`src/rtl/core_fetch_ctrl.sv`:
```
// core_fetch_ctrl: PC owner and req/ack ROM fetch sequencer feeding decode.
// Ports: clk/rst_n, jump_*_in, rom_* req/ack, inst_* valid/ready, misalign_out. Option: FETCH_MISALIGN_CHK_EN.
module core_fetch_ctrl #(
  parameter logic [31:0] RESET_PC = 32'h0000_0000,
  parameter logic [31:0] NOP_INST = 32'h0000_0013
) (
  input  logic        clk,
  input  logic        rst_n,
  input  logic        jump_en_in,
  input  logic [31:0] jump_addr_in,
  output logic        rom_req_out,
  output logic [31:0] rom_addr_out,
  input  logic        rom_ack_in,
  input  logic [31:0] rom_data_in,
  output logic        inst_valid_out,
  input  logic        inst_ready_in,
  output logic [31:0] inst_addr_out,
  output logic [31:0] inst_out,
  output logic        misalign_out
);

  localparam logic [1:0] S_IDLE = 2'd0;
  localparam logic [1:0] S_REQ  = 2'd1;
  localparam logic [1:0] S_OUT  = 2'd2;

  logic [1:0]  state_q, state_d;
  logic [31:0] pc_q, pc_d;
  logic [31:0] req_addr_q, req_addr_d;
  logic        discard_q, discard_d;
  logic        valid_q, valid_d;
  logic [31:0] inst_q, inst_d;
  logic [31:0] inst_addr_q, inst_addr_d;
  logic        misalign_q, misalign_d;

  logic        jump;
  logic [31:0] target;

`ifdef FETCH_MISALIGN_CHK_EN
  // Misaligned targets are dropped and flagged the following cycle.
  logic bad_tgt;
  assign bad_tgt    = |jump_addr_in[1:0];
  assign jump       = jump_en_in & ~bad_tgt;
  assign target     = jump_addr_in;
  assign misalign_d = jump_en_in & bad_tgt;
`else
  logic unused_lsb;
  assign unused_lsb = ^jump_addr_in[1:0];
  assign jump       = jump_en_in;
  assign target     = {jump_addr_in[31:2], 2'b00};
  assign misalign_d = 1'b0;
`endif

  always_comb begin
    state_d     = state_q;
    pc_d        = pc_q;
    req_addr_d  = req_addr_q;
    discard_d   = discard_q;
    valid_d     = valid_q;
    inst_d      = inst_q;
    inst_addr_d = inst_addr_q;
    case (state_q)
      S_IDLE: begin
        state_d = S_REQ;
        if (jump) begin
          pc_d       = target;
          req_addr_d = target;
        end else begin
          req_addr_d = pc_q;
        end
      end
      S_REQ: begin
        if (rom_ack_in) begin
          if (jump) begin
            discard_d  = 1'b0;
            pc_d       = target;
            req_addr_d = target;
          end else if (discard_q) begin
            discard_d  = 1'b0;
            req_addr_d = pc_q;
          end else begin
            valid_d     = 1'b1;
            inst_d      = rom_data_in;
            inst_addr_d = req_addr_q;
            pc_d        = req_addr_q + 32'd4;
            state_d     = S_OUT;
          end
        end else if (jump) begin
          // Address must stay put until the ROM acks; remember to drop it.
          discard_d = 1'b1;
          pc_d      = target;
        end
      end
      S_OUT: begin
        if (jump) begin
          valid_d    = 1'b0;
          inst_d     = NOP_INST;
          pc_d       = target;
          req_addr_d = target;
          state_d    = S_REQ;
        end else if (inst_ready_in) begin
          valid_d    = 1'b0;
          inst_d     = NOP_INST;
          req_addr_d = pc_q;
          state_d    = S_REQ;
        end
      end
      default: begin
        state_d = S_IDLE;
      end
    endcase
  end

  always_ff @(posedge clk or negedge rst_n) begin
    if (!rst_n) begin
      state_q     <= S_IDLE;
      pc_q        <= RESET_PC;
      req_addr_q  <= RESET_PC;
      discard_q   <= 1'b0;
      valid_q     <= 1'b0;
      inst_q      <= NOP_INST;
      inst_addr_q <= 32'd0;
      misalign_q  <= 1'b0;
    end else begin
      state_q     <= state_d;
      pc_q        <= pc_d;
      req_addr_q  <= req_addr_d;
      discard_q   <= discard_d;
      valid_q     <= valid_d;
      inst_q      <= inst_d;
      inst_addr_q <= inst_addr_d;
      misalign_q  <= misalign_d;
    end
  end

  assign rom_req_out    = (state_q == S_REQ);
  assign rom_addr_out   = req_addr_q;
  assign inst_valid_out = valid_q;
  assign inst_out       = inst_q;
  assign inst_addr_out  = inst_addr_q;
  assign misalign_out   = misalign_q;

endmodule
```
`config.mk`:
```
export PLATFORM = sky130hd
export DESIGN_NAME = core_fetch_ctrl
export DESIGN_NICKNAME = d
export VERILOG_FILES = /design/src/rtl/core_fetch_ctrl.sv
export SDC_FILE = /design/constraint.sdc
export NUM_CORES = 1
export LEC_CHECK = 0
export CORE_ASPECT_RATIO = 1.75
export CORE_UTILIZATION = 40
export DETAILED_ROUTE_END_ITERATION = 7
export GPL_TIMING_DRIVEN = 0
export PLACE_DENSITY_LB_ADDON = 0.1
export SLEW_MARGIN = 15
export SYNTH_ARGS = -nofsm -noshare
export SYNTH_HDL_FRONTEND = slang
export SYNTH_SLANG_ARGS = --single-unit
```
`constraint.sdc`:
```
create_clock -name clk -period 2.6 [get_ports clk]
set_input_delay 0.52 -clock clk [delete_from_list [all_inputs] [get_ports clk]]
set_output_delay 0.52 -clock clk [all_outputs]
set_load 0.005 [all_outputs]
```
# Word level (Yosys, flattened, before mapping)
# Index checks and enable logic that the tools add are counted.
# classes
bitwise	2
div_mod_pow	0
mux	31
n_reduce_logical	12
add_sub_neg	1
n_lt_le_gt_ge	0
n_eq_ne	8
mul	0
shift	0
# op_table
cell	n
$mux W32	14
$pmux W32 S2	2
$pmux W32 S3	1
$add A32 B3 Y32 const B	1
$reduce_and A4 Y1	3
$mux W2	5
$mux W1	7
$pmux W2 S3	1
$reduce_bool A2 Y1	3
$reduce_and A5 Y1	1
$ne A2 B2 Y1 const B	2
$ne A4 B4 Y1 const B	1
$reduce_and A2 Y1	2
$ne A3 B2 Y1 const B	1
$ne A3 B3 Y1 const B	1
$reduce_bool A3 Y1	1
$eq A2 B1 Y1 const B	1
$eq A2 B2 Y1 const B	1
$logic_not A2 Y1	1
$ne A2 B1 Y1 const B	1
$not A1 Y1	2
$pmux W1 S2	1
$reduce_or A2 Y1	1
# word_totals
inputBits	69
n_memories	0
ram_bits	0
latch_bits	0
register_bits	132
word_cells	61
romBits	0

# Longest topological paths before layout
# depth
ltp_word	5
depth_mapped	8
depth_no_buf	6

# Least setup slack after synthesis
# Ideal clock, no wire load.
# synth_path
path_type	input to register
startpoint	input jump_en_in
endpoint	register pc_q[10]
arrival_time_ns	1.800
n_path_buf	2
t_required_ns	2.517
setup_ns	0.083
setup_slack_ns	0.718
stages	5
cell_sequence	buf_2 -> nor3b_1 -> nand2_2 -> clkdlybuf4s50_2 -> o21ai_0
# synth_between
elab_chain_len	3
elab_cells_between_ends	6
# synth_lines
item	line	source
from (decl)	9	input logic jump_en_in,
$mux W32 (on tied branches)	-	
$mux W32	72	if (rom_ack_in) begin
$pmux W32 S2	61	case (state_q)
to (signal assigned)	125	pc_q <= pc_d;
to (decl)	27	logic [31:0] pc_q, pc_d;
# Several ways; a longest one is shown, not always the timed one.
# A chain may end at the register's enable or synchronous reset.

# Worst setup path after layout
# layout_path
startpoint	register state_q[0]
endpoint	register inst_addr_q[21] (netlist: inst_addr_out[21])
# layout_between
elab_chain_len	2
# layout_lines
item	line	source
from (decl)	26	logic [1:0] state_q, state_d;
from (signal assigned)	124	state_q <= state_d;
$eq A2 B1 Y1	61	
$reduce_and A4 Y1 (no source line)	-	
to (signal assigned)	130	inst_addr_q <= inst_addr_d;
to (decl)	32	logic [31:0] inst_addr_q, inst_addr_d;
# Every way passes these cells.

==> flow_summary.yaml <==
status:
  outcome: "completed"
place:
  gp_congestion: 0.854
  place_hpwl_um: 12600
  place_ws_ns: -0.395
  dp.cells: 930
  portBuffers: 163
setup_path:
  crit_path_frequent_cell: "nand2_1"
  reg2reg_to: "inst_addr_out[21]"
  crit_type: "reg2reg"
  crit_path_max_fanout: 10
  worst_ep_arrival_time_ns: 2.73
  critPathCaptureType: "flip-flop"
  ff2ff_setup_slack_ns: 0.22
  critical_path.top_delay_family: "simple AND/OR/NAND/NOR gates"
  max_stage_delay_ns: 0.68
  crit_required_ns: 2.95
  worstReg2RegStart: "state_q[0]"
  reg2reg_depth: 6
  crit_chain: "nand2_1, o21ai_0, nor3_2, clkbuf_1, nand2_1, nand2_1"
  start_kind: "flip-flop"
  path_buf_inv: 1
  slowest_stage: "clkbuf_1"
timing:
  rsz0062_at_grt: "no"
  worst_slew_pin_slew_ns: 0.863
  slew_viol_final: 0
  fmax_mhz: 420
  setup_viol_count_final: 0
  finalWorstSetupSlack_ns: 0.218
  hold_viol: 0
  fin_crit_ns: 2.38
  slew_headroom_pct: 42.0
  fin_hold_ws_ns: 0.0640
  finalCritPeriodShare_pct: 91.6
  worst_clock_skew_ns: 0.00697
yosys:
  syn_area_per_cell_um2: 10.1
  synth_top_area_share_pct: 54.3
  seq_area_frac_synth_pct: 55.6
  syn_area_um2: 5940
  yosysWarningCount: 0
  ys_top_cells_by_count: "dfrtp_1, nand2_1, a21oi_1, nor2_1, o21ai_0"
  yosysUniqueCellTypes: 48
  synthFlopType: "dfrtp_1"
  yosysTopAreaCell: "dfrtp_1"
  synth_edf_count: 0
  syn_nets: 656
  synthTopCellsByArea: "dfrtp_1, nand2_1, mux2i_1"
  yosysMostFrequentCell: "dfrtp_1"
  synth.ff_latch_count: 132
  async_flop_share_pct: 100
  synthCells: 586
finish:
  n_antenna_cell: 0
  drive_above_1_share_pct: 7.17
  nets: 839
  multiInputGateArea_um2: 2420
  final_util_pct: 58.3
  final-seq-area_um2: 3310
  layout.cells.non_filler: 961
  nFillCells: 1280
  areaGrowthSynthToFinish_pct: 41.6
global_routing:
  overflow: 0
  antenna_found_initial: 0
  grt_max_degree: 76
  grt_pass1_wl_um: 27800
  grt_pass1_vias: 5334
  grtUsageTotal_pct: 24.0
route:
  wl_per_cell_um: 18.0
  drt_iter0_drc: 243
  dr_total_vias: 5162
  first_pass_iters: 5
  route.detailed.drc: 0
  ant_nets: 0
  avgViaCountPerCell: 5.37
  routed_wl_um: 17300
power:
  p_per_area_nw_per_um2: 1160
  ir_drop_mv: 0.571
  finalPower_uw: 9780
  power.leakage_uw: 0.00362
cts:
  cts_max_level: 4
  clk_path_buf_depth: 2
  cts_hold_buf: 0
  cts_setup_buffers: 0
  cts_tree: "yes"
  cts_buffers: 17
  cts.sinks: 132
  root_buffer: "clkbuf_16"
  clock_latency_ns: 0.41
  clkTransAtPathRegs_ns: 0.06
die:
  start_util_pct: 41.2
  fp.dieH_um: 163
  die_area_um2: 15400
  std_cell_rows: 58
  pin_count: 168
  core-area_um2: 14400
  die_w_um: 94.1
flow_run:
  maxCapViolCount: 0
min_path:
  hold_path.class: "in2async"
[through the flow]
| step | instance area (um^2) | TNS, ns |
|---|---|---|
| after global routing | 8410 | 0 |
| after detailed placement | 7830 | -21.90 |
| after CTS | 8410 | 0 |
| after global placement | 7800 | -566.73 |
| final | 8410 | 0 |
| after floorplan | 5940 | 0 |
[sequential cells by signal (all words and copies together) (netlist names)]
signal / count
discard_q: 1
inst_addr_out: 32
inst_out: 32
inst_valid_out: 1
pc_q: 32
rom_addr_out: 32
state_q: 2
[cells by family after synthesis]
family          share of synthesized area (%)
compound gates                           16.3
xor+xnor                                 4.13
fa+ha+maj                               0.210
buf+inv                                  3.75
flops                                    55.6
mux                                      4.88
other cells                            0.0631
simple gates                             15.0
[placed cells by master, fill, tap and decap left out, drive strengths merged]
cell type      synthesis  final
inv                    8      8
clkinv                 0      3
nor2b                  2      2
clkdlybuf4s50          2    164
a21o                   1      1
a22oi                 23     23
a21oi                 44     44
nor3b                  1      1
clkbuf                28     51
and2                   2      2
nand2                106    106
o22a                   3      3
nand3b                 3      3
clkinvlp               0      4
or4                    2      2
and3                   4      4
o21a                   1      1
mux2i                 29     29
a21boi                 1      1
a221oi                 2      2
o22ai                  9      9
dfstp                  3      3
dfrtp                129    129
o21ai                 34     34
nor4                   4      4
a22o                  29     29
o221a                  1      1
nand3                 14     14
nor3                   6      6
xnor2                 10     10
ha                     1      1
conb                   1      1
xor2                  18     18
nand2b                 1      1
a32oi                  2      2
and4                   3      3
bufinv                 0      1
nand4                  9      9
nor2                  38     38
buf                   12     14
[worst max-delay path by stage]
| stage | slack, ns | endpoint | startpoint | depth (start not counted) |
|---|---|---|---|---|
| floorplan | 0.72 | pc_q[10] | jump_en_in | 5 |
| CTS | 0.16 | pc_q[26] | rom_addr_out[3] | 6 |
| global placement | -4.19 | inst_out[8] | rst_n | 1 |
| finish | 0.22 | inst_addr_out[21] | state_q[0] | 6 |
| global route | 0.06 | inst_addr_out[14] | state_q[1] | 6 |
| detailed placement | -0.40 | inst_addr_out[21] | rom_ack_in | 7 |
[worst register-to-register path, cell delays in order, from the launching register on]
cell	delay (ns)
dfrtp_1	0.45
nand2_1	0.29
o21ai_0	0.20
nor3_2	0.47
clkbuf_1	0.68
nand2_1	0.13
nand2_1	0.09
[layer usage]
layer	GRT usage (%)	vias to the layer above	part of all wire, %
met5	0	-	0
met1	27.3	2534	37
met2	41.7	173	53
met3	5.31	33	5.8
met4	11.4	0	3.6
li1	-	2422	-
[power by group]
part	internal, uW	switching (uW)
clock network	1430	879
registers	2950	806
logic	2100	1610
total	6480	3300
[area by class of cell]
cell class                 count  share of cell area [%]
timing repair buffer         164                    19.7
buffer                        42                    2.29
inverter                       8                   0.357
clock buffer                  23                    5.92
tap                          180                    2.68
multi-input combinational    404                    28.8
clock inverter                 8                   0.892
sequential                   132                    39.3
[timing repair]
action	in CTS	in global routing
hold endpoints to repair	0	0
setup endpoints to repair	52	4
gates resized for setup	1	1
Note: power is estimated with default switching activity, not from simulation.
